## config.mk

```make
export PLATFORM = sky130hd
export DESIGN_NAME = fetch_pc_ctrl
export DESIGN_NICKNAME = d
export VERILOG_FILES = /design/src/rtl/fetch_pc_ctrl.sv
export SDC_FILE = /design/constraint.sdc
export NUM_CORES = 1
export LEC_CHECK = 0
export ABC_AREA = 0
export ABC_CLOCK_PERIOD_IN_PS = 3200
export CORE_MARGIN = 2
export CORE_UTILIZATION = 36
export CTS_BUF_LIST = sky130_fd_sc_hd__clkbuf_4 sky130_fd_sc_hd__clkbuf_8 sky130_fd_sc_hd__clkbuf_16
export DETAILED_ROUTE_END_ITERATION = 10
export PLACE_DENSITY_LB_ADDON = 0.2
export SLEW_MARGIN = 20
export SYNTH_ARGS = -nofsm -noshare
export SYNTH_HDL_FRONTEND = slang
export SYNTH_SLANG_ARGS = --single-unit
```

## constraint.sdc

```tcl
create_clock -name clk -period 3.2 [get_ports clk]
set_clock_uncertainty 0.05 [all_clocks]
set_input_delay 0.32 -clock clk [delete_from_list [all_inputs] [get_ports clk]]
set_output_delay 0.32 -clock clk [all_outputs]
set_load 0.05 [all_outputs]
```

## src/rtl/fetch_pc_ctrl.sv

```systemverilog
// fetch_pc_ctrl: PC / fetch control driving a synchronous instruction memory.
// Ports: clk, rst (async, active-low), stall/redirect/trap/halt controls in;
//   fetch_addr_o (to IM), pc_o, fetch_valid_o, misaligned_o, bad_addr_o,
//   fetch_count_o out.
module fetch_pc_ctrl #(
  parameter logic [31:0] RESET_VECTOR     = 32'h0000_0000,
  parameter logic [31:0] TRAP_VECTOR      = 32'h0000_0100,
  parameter bit          TRAP_ON_MISALIGN = 1'b1
) (
  input  logic        clk,
  input  logic        rst,
  input  logic        stall_i,
  input  logic        redirect_i,
  input  logic [31:0] redirect_tgt_i,
  input  logic        trap_i,
  input  logic        halt_i,
  output logic [31:0] fetch_addr_o,
  output logic [31:0] pc_o,
  output logic        fetch_valid_o,
  output logic        misaligned_o,
  output logic [31:0] bad_addr_o,
  output logic [31:0] fetch_count_o
);

  localparam logic [1:0] RUN   = 2'd0;
  localparam logic [1:0] HALT  = 2'd1;
  localparam logic [1:0] FAULT = 2'd2;

  logic [1:0]  state_q;
  logic [1:0]  nxt_state;
  logic [31:0] pc_q;
  logic [31:0] nxt_addr;
  logic        valid_q;
  logic        mis_q;
  logic [31:0] bad_q;
  logic [31:0] cnt_q;
  logic        misalign;
  logic        accept;
  logic        cnt_en;

  assign misalign = redirect_i & (|redirect_tgt_i[1:0]);

  always_comb begin
    nxt_addr  = pc_q;
    nxt_state = state_q;
    accept    = 1'b0;
    case (state_q)
      RUN: begin
        accept = 1'b1;
        if (trap_i) begin
          nxt_addr = TRAP_VECTOR;
        end else if (misalign && TRAP_ON_MISALIGN) begin
          nxt_addr = TRAP_VECTOR;
        end else if (misalign) begin
          nxt_state = FAULT;
        end else if (redirect_i) begin
          nxt_addr = redirect_tgt_i;
        end else if (halt_i) begin
          nxt_state = HALT;
        end else if (!stall_i) begin
          nxt_addr = pc_q + 32'd4;
        end
      end
      HALT: begin
        // Only trap or a redirect wakes a halted fetch; stall is moot.
        accept = 1'b1;
        if (trap_i) begin
          nxt_addr  = TRAP_VECTOR;
          nxt_state = RUN;
        end else if (misalign && TRAP_ON_MISALIGN) begin
          nxt_addr  = TRAP_VECTOR;
          nxt_state = RUN;
        end else if (misalign) begin
          nxt_state = FAULT;
        end else if (redirect_i) begin
          nxt_addr  = redirect_tgt_i;
          nxt_state = RUN;
        end
      end
      FAULT: begin
        if (trap_i) begin
          nxt_addr  = TRAP_VECTOR;
          nxt_state = RUN;
        end
      end
      default: nxt_state = RUN;
    endcase
  end

  // IM ignores its address while in reset (it forces word 0), so the
  // next sequential address is presented to line up with the first edge.
  assign fetch_addr_o = rst ? nxt_addr : RESET_VECTOR + 32'd4;

  assign cnt_en = valid_q & (state_q == RUN) & ~stall_i & ~halt_i;

  always_ff @(posedge clk or negedge rst) begin
    if (!rst) begin
      pc_q    <= RESET_VECTOR;
      state_q <= RUN;
      valid_q <= 1'b1;
      mis_q   <= 1'b0;
      bad_q   <= 32'd0;
      cnt_q   <= 32'd0;
    end else begin
      pc_q    <= fetch_addr_o;
      state_q <= nxt_state;
      valid_q <= (nxt_state == RUN);
      mis_q   <= accept & misalign;
      if (accept && misalign) begin
        bad_q <= redirect_tgt_i;
      end
      if (cnt_en) begin
        cnt_q <= cnt_q + 32'd1;
      end
    end
  end

  assign pc_o          = pc_q;
  assign fetch_valid_o = valid_q;
  assign misaligned_o  = mis_q;
  assign bad_addr_o    = bad_q;
  assign fetch_count_o = cnt_q;

endmodule

```

-- Word-level counts from Yosys, hierarchy flattened
Cells that the tools add are included.
- mux-type cells: 21
- add/subtract/negate cells: 2
- reductions and logical operators: 5
- bitwise gates (word level): 7
- eq/ne operators: 2
- operators by type and width (kind ; number):
    two-way mux 32 bit ; 10
    case mux 32 bit (3 select lines) ; 1
    adder 32 x 1 -> 32 bit, second input constant ; 1
    adder 32 x 3 -> 32 bit, second input constant ; 1
    two-way mux 2 bit ; 8
    case mux 2 bit (3 select lines) ; 1
    bitwise AND 1 bit ; 5
    zero test 2 bit ; 2
    OR reduction 2 bit ; 2
    equality test 2 x 1 -> 1 bit, second input constant ; 1
    equality test 2 bit, second input constant ; 1
    inverter 1 bit ; 2
    logical AND 1 bit ; 1
    two-way mux 1 bit ; 1
- bits of input ports: 38
- flip-flop bits (word level): 100
- output and inout bits: 130
- logic and storage cells: 43

-- Depth between registers and ports, before layout
- depth after elaboration: 8
- depth in mapped cells: 7
- depth with buffers taken out: 6

-- Worst setup path after synthesis
OpenSTA, ideal clock, no wires.
- path type: flip-flop to flip-flop
- start point: register pc_q[2], in the netlist pc_o[2]
- end point: register pc_q[7], in the netlist pc_o[7]
- setup time: 0.382 ns
- period minus slack after synthesis: 4.758 ns
- data required time: 2.768 ns
- cell stages (with the launch flop): 7
- path buffers: 1
- path slack: -1.558 ns
- data arrival time: 4.326 ns
- cells stage by stage: dfrtp_1 > nand3_1 > or2_1 > clkbuf_2 > o41ai_1 > a21oi_1 > a2111oi_0
- longest elaborated chain between the ends: 8
- RTL lines (item ; RTL line ; text):
    from (decl) ; 31 ; logic [31:0] pc_q;
    from (signal assigned) ; 105 ; pc_q <= fetch_addr_o;
    adder 32 x 3 -> 32 bit ; 61 ; nxt_addr = pc_q + 32'd4;
    two-way mux 32 bit ; 60 ; end else if (!stall_i) begin
    two-way mux 32 bit ; 58 ; end else if (halt_i) begin
    two-way mux 32 bit ; 56 ; end else if (redirect_i) begin
    two-way mux 32 bit ; 52 ; end else if (misalign && TRAP_ON_MISALIGN) begin
    two-way mux 32 bit ; 50 ; if (trap_i) begin
    case mux 32 bit (3 select lines) ; 47 ; case (state_q)
    two-way mux 32 bit ; 92 ; assign fetch_addr_o = rst ? nxt_addr : RESET_VECTOR + 32'd4;
    via fetch_addr_o[7] ; 17 ; output logic [31:0] fetch_addr_o,
The timed path passes the listed nets, and every way through them passes these cells.
A chain may end at the register's enable or synchronous reset.

-- Final worst setup path
- start point: register pc_q[2], in the netlist pc_o[2]
- end point: output fetch_addr_o[22]
- longest elaborated chain between the ends: 8
- RTL lines (item ; RTL line):
    adder 32 x 3 -> 32 bit ; 61
    two-way mux 32 bit ; 60
    two-way mux 32 bit ; 58
    two-way mux 32 bit ; 56
    two-way mux 32 bit ; 52
    two-way mux 32 bit ; 50
    case mux 32 bit (3 select lines) ; 47
    two-way mux 32 bit ; 92
    to (decl) ; 17
No other way between the ends.

==> metrics.md <==
| Metric | Value |
|---|---|
| Placement Setup Slack | `0.180 ns` |
| Synth async-reset ratio | `100%` |
| Cell count of the worst reg-to-reg path | `6` |
| Wirelength, routed | `16.9 mm` |
| Crit Path Class | `flop to output pin` |
| Reg clk slew, reported paths | `0.07 ns` |
| Post-route ant nets | `0` |
| Final Power | `3.63 mW` |
| Logic gate share of total power | `26.6%` |
| Yosys warns | `0` |
| Met1 wire length | `7.29 mm` |
| Vias per cell | `5.55` |
| Peak fanout along the critical path | `7` |
| Highest routed layer | `met4` |
| Total negative setup slack | `0 ns` |
| Inst Count DP | `860` |
| Maximum clock frequency | `0.324 GHz` |
| Vias | `4864` |
| # IOs | `168` |
| Die Area | `0.0157 sq mm` |
| Diode count | `0` |
| Number of synthesized register bits | `100` |
| Crit path DAT | `2.72 ns` |
| Clock Tree Root | `clkbuf_16` |
| H-tree levels | `3` |
| Finished Layout Cells | `876` |
| Setup WS post-layout | `0.113 ns` |
| Min Tclk post-route | `3.09 ns` |
| Largest net degree at the start of global routing | `39` |
| Final setup fails | `0` |
| Avg Cell Area, Syn | `10.3 sq um` |
| Power per cell area | `456 mW/mm^2` |
| Metal2 WL | `7.99 mm` |
| Period utilization | `96.5%` |
| Post-Syn Instances | `515` |
| Final Hold Fails | `0` |
| Layout area overhead | `50.0%` |
| Distinct cells, synth | `69` |
| Register area share after synthesis | `47.3%` |
| GRT Util Overall | `21.8%` |
| DRC | `0` |
| Global route overflow | `0` |
| DR pass1 iterations | `5` |
| Max_slew headroom | `58.7%` |
| Num CTS Buffers | `9` |
| CTS tree | `yes` |
| Status | `finished clean` |
| Clock share of power | `33.1%` |
| Net switching power | `1.20 mW` |
| Post-Syn Area | `0.00530 sq mm` |
| Die width | `125 um` |
| Vias in the first global route | `5046` |
| Slowest CP cell | `or4_1` |
| Initial drt markers | `274` |
| Hold crit path type | `input port to asynchronous set/reset pin` |
| Final Core Density | `54.9%` |
| DR WL/cell | `19.3 um` |
| Post-synth EDFFs | `0` |
| Stages on worst setup path | `7` |
| Maxcap violations | `0` |
| Buf+Inv Stages, Crit Path | `1` |
| Initial Utilization | `36.6%` |
| Global-route wire length before repair | `27.2 mm` |
| Row Count | `44` |
| Req. time, crit path | `2.83 ns` |
| R2R Path Start | `pc_o[2]` |
| IO buf count | `167` |
| P_int | `2.42 mW` |
| Share of cells above drive strength 1 | `18.5%` |
| Maximum VDD drop | `255 uV` |
| CP startpoint kind | `flop` |
| Routability cong. | `0.893` |
| Clk_lat worst skew | `0.35 ns` |
| Core outline area | `0.0145 sq mm` |
| Delay-heaviest family, CP | `simple AND/OR/NAND/NOR gates` |
| Worst-path cell chain | `ha_4 -> and4_4 -> nand4_4 -> or2_4 -> or4_1 -> a31oi_4 -> buf_12` |
| Nets | `728` |
| Flop2flop setup slack | `0.85 ns` |
| Sw frac | `33.2%` |
| DP HPWL | `12.6 mm` |
| FF-to-FF End | `pc_o[22]` |
| Slowest stage delay, CP | `0.56 ns` |
| Post-CTS setup buffers | `0` |
| Clock Path Buffers | `2` |
| Initial antenna violation count | `0` |
| Sequential power share | `40.3%` |
| Routed wl met3 | `1.36 mm` |
| Crit. End Element | `output pin` |
| Syn_nets | `555` |
| Die height | `125 um` |
| Slew Limit Fails | `0` |
| Lkg Pwr | `3.09 nW` |
| TritonCTS Sinks | `100` |
| RSZ-0062 raised after global routing | `false` |
| Most used DFF post-synth | `dfrtp_1` |
| Least-Margin Pin Slew | `0.615 ns` |
==> power by group through the flow <==
| stage | combinational [mW] | clock (mW) | sequential, mW |
|---|---|---|---|
| 6_report | 0.965 | 1.20 | 1.46 |
| 5_1_grt | 1.01 | 1.27 | 1.48 |
| 4_1_cts | 0.970 | 1.23 | 1.46 |
| 3_5_place_dp | 0.965 | 0 | 1.48 |
| 3_3_place_gp | 0.957 | 0 | 1.47 |
| 2_1_floorplan | 0.232 | 0 | 1.81 |
==> synthesized netlist by cell type (5+ instances only) <==
| cell type | count | area, sq um |
|---|---|---|
| a21oi_1 | 11 | 55.1 |
| a22oi_1 | 11 | 82.6 |
| and2_1 | 7 | 43.8 |
| and3_1 | 8 | 50.1 |
| and4_1 | 8 | 70.1 |
| buf_2 | 5 | 25.0 |
| clkbuf_1 | 16 | 60.1 |
| dfrtp_1 | 99 | 2480 |
| inv_1 | 16 | 60.1 |
| mux2_2 | 33 | 372 |
| mux2i_1 | 6 | 60.1 |
| nand2_1 | 37 | 139 |
| nand3_1 | 24 | 120 |
| nand4_1 | 29 | 181 |
| nor2_1 | 24 | 90.1 |
| nor3_1 | 13 | 65.1 |
| nor4_1 | 12 | 75.1 |
| o21ai_0 | 19 | 95.1 |
| o22ai_1 | 8 | 50.1 |
| xnor2_1 | 30 | 263 |
| xor2_1 | 13 | 114 |
==> worst max path at each step <==
stage	from	end	slack, ns
2_1_floorplan	pc_o[2]	fetch_addr_o[6]	0.07
3_3_place_gp	halt_i	fetch_addr_o[21]	0.26
3_5_place_dp	halt_i	fetch_addr_o[21]	0.18
4_1_cts	pc_o[2]	fetch_addr_o[22]	0.0007
5_1_grt	state_q[0]	fetch_addr_o[9]	0.004
6_report	pc_o[2]	fetch_addr_o[22]	0.11
==> flip-flops by register name (all words and copies together) (netlist names) <==
register / cells
fetch_valid_o: 1
state_q: 2
misaligned_o: 1
bad_addr_o: 32
fetch_count_o: 32
pc_o: 32
==> cell type report <==
class	instances	area, sq um
clock buffer	10	239
tap	184	230
clock inverter	5	83.8
inverter	17	63.8
timing repair buffer	189	2130
sequential	100	2510
multi-input combinational	371	2690
fill	1273	6530
==> logic make-up (layout without fill, tap and decap cells) <==
group                      count (synthesis)  after routing  synth area share [%]
AOI/OAI and AO/OA                        101            101                  13.7
xor gates and xnor gates                  43             43                  7.11
adders and majority gates                  2              2                 0.473
buffers and inverters                     44            221                  3.64
DFF                                      100            100                  47.3
muxes                                     39             39                  8.15
and+or+nand+nor                          186            186                  19.6
==> repair_timing <==
item / in CTS / in global routing
resized for setup: 2 / 5
endpoints found under the setup margin: 3 / 4
hold endpoints to repair: 17 / 0
hold buffers: 1 / 0
==> metal layers <==
layer / vias up / global-route usage [%]
li1: 2286 / -
met1: 2354 / 28.0
met2: 200 / 35.3
met3: 24 / 6.68
met4: 0 / 6.80
met5: - / 0.310
==> placed cells by master, fill, tap and decap left out, drive strengths merged, types with 3 or more instances in the layout <==
master           n
a2111oi          4
a21boi           3
a21oi           11
a22oi           11
a31oi            4
and2             7
and3             9
and4            10
buf             54
clkbuf          10
clkdlybuf4s50  134
dfrtp           99
inv             17
mux2            33
mux2i            6
nand2           38
nand3           24
nand4           30
nor2            25
nor3            13
nor4            13
o2111ai          4
o21ai           19
o221ai           3
o22ai            8
o2bb2ai          4
o31a             5
o31ai            3
or2              4
or3              3
or4              4
xnor2           30
xor2            13
==> worst reg2reg max path: cells and delay by family, from the launching register on <==
kind                     cells  cell delay (ns)
flip-flops                   1             0.48
AO/OA/AOI/OAI                1             0.24
AND/OR/NAND/NOR              4             1.29
adder cells (fa/ha/maj)      1             0.18
==> metrics by stage <==
stage               hold WS [ns]  area, sq um
floorplan                -0.0256         5360
global placement           0.230         7590
detailed placement         0.232         7590
CTS                        0.400         7920
global route               0.412         7950
finish                     0.381         7950
No activity file was read; power rests on OpenSTA's default activity.
